[config.mk]
export PLATFORM = sky130hd
export DESIGN_NAME = pipeline_ctrl
export DESIGN_NICKNAME = d
export VERILOG_FILES = /design/src/rtl/pipeline_ctrl.sv
export SDC_FILE = /design/constraint.sdc
export NUM_CORES = 1
export LEC_CHECK = 0
export ABC_AREA = 1
export CAP_MARGIN = 15
export CORE_AREA = 2 2 91 93
export DETAILED_ROUTE_END_ITERATION = 6
export DIE_AREA = 0 0 93 95
export GPL_ROUTABILITY_DRIVEN = 0
export GPL_TIMING_DRIVEN = 1
export PLACE_DENSITY = 0.83
export SYNTH_ARGS = -nofsm -noshare
export SYNTH_HDL_FRONTEND = slang
export SYNTH_SLANG_ARGS = --single-unit
[constraint.sdc]
create_clock -name clk -period 2.75 [get_ports clk]
set_input_delay 0.275 -clock clk [delete_from_list [all_inputs] [get_ports clk]]
set_output_delay 0.275 -clock clk [all_outputs]
set_load 0.05 [all_outputs]
[src/rtl/pipeline_ctrl.sv]
// pipeline_ctrl: stage sequencer for a 5-stage MIPS pipeline.
//
// Drives the rst/en pair of each stage (IF, ID, EXE, MEM, WB). It holds all
// stages in reset during boot, stalls IF/ID on RAW hazards, flushes wrong-path
// instructions on a taken branch, and freezes the front of the pipe while data
// memory is busy. If memory never answers, it halts for debug. Saturating
// stall/flush counters are exported for debug.
//
// Ports:
//   clk, rst_n                  clock, asynchronous active-low reset
//   rs_used_id_i, rt_used_id_i  ID instruction reads rs / rt
//   addr_rs_id_i, addr_rt_id_i  ID source register addresses
//   regw_addr_{exe,mem,wb}_i    destination register per stage
//   wb_wen_{exe,mem,wb}_i       stage instruction writes a register
//   is_branch_mem_i             MEM instruction redirects the PC
//   mem_req_i, mem_ack_i        data memory request / completion
//   {if,id,exe,mem,wb}_rst_o    synchronous stage resets to the datapath
//   {if,id,exe,mem,wb}_en_o     stage enables to the datapath
//   halted_o                    memory timeout occurred (cleared by rst_n only)
//   stall_cnt_o, flush_cnt_o    saturating debug counters
module pipeline_ctrl #(
    parameter int unsigned BOOT_CYCLES = 4,
    parameter int unsigned MEM_TIMEOUT = 255,
    parameter int unsigned WB_BYPASS   = 0
) (
    input  logic        clk,
    input  logic        rst_n,
    input  logic        rs_used_id_i,
    input  logic        rt_used_id_i,
    input  logic [4:0]  addr_rs_id_i,
    input  logic [4:0]  addr_rt_id_i,
    input  logic [4:0]  regw_addr_exe_i,
    input  logic        wb_wen_exe_i,
    input  logic [4:0]  regw_addr_mem_i,
    input  logic        wb_wen_mem_i,
    input  logic [4:0]  regw_addr_wb_i,
    input  logic        wb_wen_wb_i,
    input  logic        is_branch_mem_i,
    input  logic        mem_req_i,
    input  logic        mem_ack_i,
    output logic        if_rst_o,
    output logic        id_rst_o,
    output logic        exe_rst_o,
    output logic        mem_rst_o,
    output logic        wb_rst_o,
    output logic        if_en_o,
    output logic        id_en_o,
    output logic        exe_en_o,
    output logic        mem_en_o,
    output logic        wb_en_o,
    output logic        halted_o,
    output logic [15:0] stall_cnt_o,
    output logic [15:0] flush_cnt_o
);

    typedef enum logic [1:0] {StBoot, StRun, StMemWait, StHalt} state_e;

    state_e      state_q, state_d;
    logic [3:0]  boot_q, boot_d;
    logic [15:0] wait_q, wait_d;
    logic [15:0] stall_q, stall_d;
    logic [15:0] flush_q, flush_d;

    logic hazard;
    logic mem_wait;

    // True when a source register is pending in a later stage. r0 is hardwired
    // to zero and never depends on anything.
    function automatic logic src_hazard(input logic used, input logic [4:0] addr,
                                        input logic [4:0] a_exe, input logic w_exe,
                                        input logic [4:0] a_mem, input logic w_mem,
                                        input logic [4:0] a_wb, input logic w_wb);
        logic hit;
        hit = (w_exe && (addr == a_exe)) || (w_mem && (addr == a_mem));
        if (WB_BYPASS == 0) begin
            hit = hit || (w_wb && (addr == a_wb));
        end
        return used && (addr != 5'd0) && hit;
    endfunction

    always_comb begin
        hazard = src_hazard(rs_used_id_i, addr_rs_id_i,
                            regw_addr_exe_i, wb_wen_exe_i,
                            regw_addr_mem_i, wb_wen_mem_i,
                            regw_addr_wb_i, wb_wen_wb_i) ||
                 src_hazard(rt_used_id_i, addr_rt_id_i,
                            regw_addr_exe_i, wb_wen_exe_i,
                            regw_addr_mem_i, wb_wen_mem_i,
                            regw_addr_wb_i, wb_wen_wb_i);
        mem_wait = mem_req_i && !mem_ack_i;
    end

    always_comb begin
        state_d   = state_q;
        boot_d    = boot_q;
        wait_d    = wait_q;
        stall_d   = stall_q;
        flush_d   = flush_q;
        if_rst_o  = 1'b0;
        id_rst_o  = 1'b0;
        exe_rst_o = 1'b0;
        mem_rst_o = 1'b0;
        wb_rst_o  = 1'b0;
        if_en_o   = 1'b0;
        id_en_o   = 1'b0;
        exe_en_o  = 1'b0;
        mem_en_o  = 1'b0;
        wb_en_o   = 1'b0;

        unique case (state_q)
            StBoot: begin
                if_rst_o  = 1'b1;
                id_rst_o  = 1'b1;
                exe_rst_o = 1'b1;
                mem_rst_o = 1'b1;
                wb_rst_o  = 1'b1;
                if (boot_q >= 4'(BOOT_CYCLES - 1)) begin
                    state_d = StRun;
                    boot_d  = 4'd0;
                end else begin
                    boot_d = boot_q + 4'd1;
                end
            end

            StRun, StMemWait: begin
                state_d = StRun;
                if (mem_wait) begin
                    // Freeze IF..MEM and push a bubble into WB so the stalled
                    // MEM instruction does not retire twice.
                    wb_rst_o = 1'b1;
                    wb_en_o  = 1'b1;
                    // The first wait cycle is counted in RUN, so entry restarts at 1.
                    wait_d   = (state_q == StRun) ? 16'd1 : wait_q + 16'd1;
                    state_d  = (wait_d >= 16'(MEM_TIMEOUT)) ? StHalt : StMemWait;
                    if (stall_q != 16'hFFFF) stall_d = stall_q + 16'd1;
                end else if (is_branch_mem_i) begin
                    // Kill the two wrong-path instructions and bubble MEM.
                    if_en_o   = 1'b1;
                    id_en_o   = 1'b1;
                    exe_en_o  = 1'b1;
                    mem_en_o  = 1'b1;
                    wb_en_o   = 1'b1;
                    id_rst_o  = 1'b1;
                    exe_rst_o = 1'b1;
                    mem_rst_o = 1'b1;
                    if (flush_q != 16'hFFFF) flush_d = flush_q + 16'd1;
                end else if (hazard) begin
                    // Hold IF/ID, insert a bubble in EXE, let older work drain.
                    exe_rst_o = 1'b1;
                    exe_en_o  = 1'b1;
                    mem_en_o  = 1'b1;
                    wb_en_o   = 1'b1;
                    if (stall_q != 16'hFFFF) stall_d = stall_q + 16'd1;
                end else begin
                    if_en_o  = 1'b1;
                    id_en_o  = 1'b1;
                    exe_en_o = 1'b1;
                    mem_en_o = 1'b1;
                    wb_en_o  = 1'b1;
                end
            end

            StHalt: begin
                // Everything frozen for debug; only rst_n leaves this state.
            end

            default: state_d = StBoot;
        endcase
    end

    always_ff @(posedge clk or negedge rst_n) begin
        if (!rst_n) begin
            state_q <= StBoot;
            boot_q  <= 4'd0;
            wait_q  <= 16'd0;
            stall_q <= 16'd0;
            flush_q <= 16'd0;
        end else begin
            state_q <= state_d;
            boot_q  <= boot_d;
            wait_q  <= wait_d;
            stall_q <= stall_d;
            flush_q <= flush_d;
        end
    end

    assign halted_o    = (state_q == StHalt);
    assign stall_cnt_o = stall_q;
    assign flush_cnt_o = flush_q;

endmodule
==> results of run 1 <==
-- area by class of cell --
cell class / count / share of cell area
Inverter: 77 / 0.0593
Tap cell: 105 / 0.0267
Multi-Input combinational cell: 418 / 0.446
Timing Repair Buffer: 83 / 0.173
Sequential cell: 54 / 0.275
Clock inverter: 3 / 0.00586
Clock buffer: 5 / 0.0140
-- registers in the layout, summed over array words and instances, names as in the netlist --
name / flops
boot_q: 4
flush_cnt_o: 16
stall_cnt_o: 16
wait_q: 16
state_q: 2
-- power groups by stage --
stage | clock network (W) | registers, W | logic [W]
2_1_floorplan | 0 | 0.000829 | 0.0000999
3_3_place_gp | 0 | 0.000831 | 0.000198
3_5_place_dp | 0 | 0.000831 | 0.000204
4_1_cts | 0.000489 | 0.000816 | 0.000205
5_1_grt | 0.000524 | 0.000819 | 0.000232
6_report | 0.000476 | 0.000817 | 0.000207
-- path summary, 6_finish.rpt --
check	start	end	slack, ns	depth (start not counted)
worst max register to register	state_q[0]	state_q[0]	0.85	10
worst max-delay path	state_q[0]	mem_en_o	0.18	5
max in group asynchronous	rst_n	flush_cnt_o[0]	1.63	3
min in group clk	boot_q[3]	boot_q[3]	0.50	2
worst min register to register	boot_q[3]	boot_q[3]	0.50	2
worst min-delay path	rst_n	stall_cnt_o[9]	0.49	2
-- layout by cell type, fill, tap and decap left out, types with 4 or more instances in the layout --
master | synthesis | final
sky130_fd_sc_hd__nand2_1 | 147 | 147
sky130_fd_sc_hd__ha_1 | 7 | 7
sky130_fd_sc_hd__nor3_2 | 5 | 5
sky130_fd_sc_hd__clkbuf_8 | 0 | 5
sky130_fd_sc_hd__nand4_1 | 30 | 30
sky130_fd_sc_hd__nor2_2 | 4 | 5
sky130_fd_sc_hd__nor2_1 | 63 | 62
sky130_fd_sc_hd__clkdlybuf4s50_1 | 0 | 70
sky130_fd_sc_hd__a21oi_1 | 6 | 5
sky130_fd_sc_hd__buf_12 | 1 | 4
sky130_fd_sc_hd__xnor2_1 | 8 | 8
sky130_fd_sc_hd__inv_1 | 62 | 62
sky130_fd_sc_hd__inv_2 | 14 | 14
sky130_fd_sc_hd__buf_4 | 3 | 7
sky130_fd_sc_hd__xor2_1 | 23 | 23
sky130_fd_sc_hd__nand3_1 | 44 | 44
sky130_fd_sc_hd__o21ai_1 | 12 | 12
sky130_fd_sc_hd__nor3_1 | 9 | 9
sky130_fd_sc_hd__nand2_2 | 22 | 22
sky130_fd_sc_hd__dfrtp_1 | 54 | 54
sky130_fd_sc_hd__o21ai_0 | 25 | 25
-- cells by family (layout without fill, tap and decap cells) --
group	after synthesis	in the layout	share of synthesized area
fa+ha+maj	7	7	0.0225
buf+inv	87	168	0.0924
simple gates	331	331	0.397
flops	54	54	0.347
compound gates	49	49	0.0722
xor+xnor	31	31	0.0696
-- routing by layer --
metal / vias to the layer above / track usage
met3: 20 / 0.0351
li1: 1951 / -
met2: 143 / 0.407
met5: - / 0
met1: 1822 / 0.291
met4: 0 / 0.0735
-- metrics by stage --
step	total power [W]	util	setup WS [ns]	cells
2_1_floorplan	0.000929	-	0.0510	559
3_3_place_gp	0.00103	0.606	0.338	736
3_5_place_dp	0.00104	0.606	0.298	736
4_1_cts	0.00151	0.620	0.144	745
5_1_grt	0.00157	0.620	0.0767	745
6_report	0.00150	0.620	0.179	745
-- timing repair --
action	in CTS	in global routing
hold endpoints to repair	24	0
buffers inserted	0	0
hold buffers	1	0
-- worst register-to-register path: stages, from the launching register on --
cell	delay, ns
sky130_fd_sc_hd__dfrtp_1	0.43
sky130_fd_sc_hd__ha_1	0.27
sky130_fd_sc_hd__inv_1	0.33
sky130_fd_sc_hd__nand3_1	0.15
sky130_fd_sc_hd__nor2_1	0.13
sky130_fd_sc_hd__nand2_1	0.07
sky130_fd_sc_hd__nor2_1	0.10
sky130_fd_sc_hd__nand3_1	0.12
sky130_fd_sc_hd__nand3_1	0.09
sky130_fd_sc_hd__nor2_1	0.04
sky130_fd_sc_hd__a21oi_1	0.11
==> results.json, run 1 <==
{
  "run_status": "finished clean",
  "postSynthRegisterBits": 54,
  "core_area_mm2": 0.00793,
  "highest_routing_layer_actually_used": "met4",
  "n_diodes": 0,
  "hpwlAfterDp_mm": 7.64,
  "count_of_endpoints_failing_setup_in_the_final_report": 0,
  "detailedRoute.firstIterationViolations": 214,
  "wire_length_of_the_first_global_routing_pass_mm": 16.8,
  "crit_buf_inv": 3,
  "grt_pass1_vias": 3818,
  "worstPathCellList": "inv_1 > ha_1 > inv_1 > nor2_2 > clkdlybuf4s50_1",
  "clockBufferDepth": 2,
  "layout_cell_share_with_drive_strength_beyond_1": 0.119,
  "post_synth_most_frequent_cells": "sky130_fd_sc_hd__nand2_1, sky130_fd_sc_hd__nor2_1, sky130_fd_sc_hd__inv_1",
  "root_buffer": "sky130_fd_sc_hd__clkbuf_8",
  "cp-end-kind": "primary output",
  "switching_share": 0.279,
  "grt_start_max_net_pins": 27,
  "static-leakage-power_nw": 2.40,
  "detail_route.wl_per_cell_um": 13.1,
  "pwr-share-comb": 0.138,
  "drtAntennaViolNets": 0,
  "max_freq_mhz": 389,
  "grt_antenna_before_repair": 0,
  "finalMaxSlewViolations": 0,
  "via_density_per_instance": 5.28,
  "initial_utilization": 0.492,
  "fp.dieH_um": 95,
  "asyncSetResetFlopFracSynth": 1.00,
  "die_area_mm2": 0.00884,
  "num_rows": 33,
  "syn-num-nets": 601,
  "cts.sink_count": 54,
  "drcViolationCount": 0,
  "grt_setup_unrepaired": "false",
  "multiInputGateArea_mm2": 0.00219,
  "timing.hold.ws_ns": 0.485,
  "postSynthCellCount": 559,
  "synth_area_leader_cell": "sky130_fd_sc_hd__dfrtp_1",
  "htree_levels": 2,
  "timing.critical_path.slowest_cell_delay_ns": 0.83,
  "ff_latch_area_mm2": 0.00135,
  "cpLargestDelayFamily": "buffers and inverters",
  "cp.arrival_ns": 2.30,
  "fin_nets": 681,
  "worst_path_most_repeated_cell": "sky130_fd_sc_hd__inv_1",
  "clock_power_share": 0.317,
  "worst_ir_drop_on_vdd_v": 0.000170,
  "via_count": 3936,
  "postRouteWirelength_mm": 9.75,
  "tritoncts": "yes",
  "buffer_ports.inserted": 77,
  "worstSetupPathType": "flop to primary output",
  "synth-warning-count": 0,
  "setup_tns_ns": 0,
  "syn_area_per_cell_um2": 6.97,
  "p_int_w": 0.00108,
  "netlist-cell-type-count": 32,
  "switching_power_w": 0.000418,
  "final.fill_count": 713,
  "clock_latency_ns": 0.32,
  "detail_route.wirelength.met1_mm": 4.11,
  "timing.slew.headroom": 0.614,
  "ys_seq_area_frac": 0.347,
  "synthTopCellsByArea": "sky130_fd_sc_hd__dfrtp_1, sky130_fd_sc_hd__nand2_1, sky130_fd_sc_hd__nor2_1, sky130_fd_sc_hd__inv_1, sky130_fd_sc_hd__nand3_1",
  "routed-wl-met2_mm": 4.93,
  "required_worst_endpoint_ns": 2.48,
  "layout.cell_area.non_filler_mm2": 0.00491,
  "share_seq_of_total_power": 0.545,
  "global_router_s_overall_resource_usage": 0.231,
  "slowest_stage": "sky130_fd_sc_hd__clkdlybuf4s50_1",
  "design.portCount": 78,
  "clk_pin_slew_worst_paths_ns": 0.11,
  "worst_clock_skew_ns": 0.0190,
  "synth_top_area_share": 0.347,
  "areaGrowthSynthToFinish_pct": 26.0,
  "drt_first_pass_iters": 5,
  "final_min_period_over_clock_period": 0.935,
  "finalWorstPathRequiredPeriod_ns": 2.57,
  "grt_overflow_total": 0,
  "dpl-instance-area_mm2": 0.00481,
  "power_per_cell_area_mw_per_mm2": 305,
  "hold_class": "primary input to asynchronous set/reset pin",
  "cp-start-kind": "flop",
  "crit_fanout": 5,
  "edff_count_synth": 0,
  "floorplan.die.width_um": 93,
  "worstMarginPinSlew_ns": 0.580,
  "met3RoutedLength_um": 533,
  "postSynth.topFlopCell": "sky130_fd_sc_hd__dfrtp_1",
  "cts-resized-gates": 0,
  "cts-buffers-inserted": 5,
  "max_cap_viol_count": 0,
  "netlist_area_mm2": 0.00390,
  "report.final.hold_viol_count": 0,
  "most_used_standard_cell_by_instance_count_after_synthesis": "sky130_fd_sc_hd__nand2_1"
}
No activity file was read; power rests on OpenSTA's default activity.
==> inputs of run 2 (changes only) <==
CTS_BUF_LIST = sky130_fd_sc_hd__clkbuf_8   (was default)
==> results of run 2 <==
The final DEF is identical to that of run 1; final timing and power are the same.
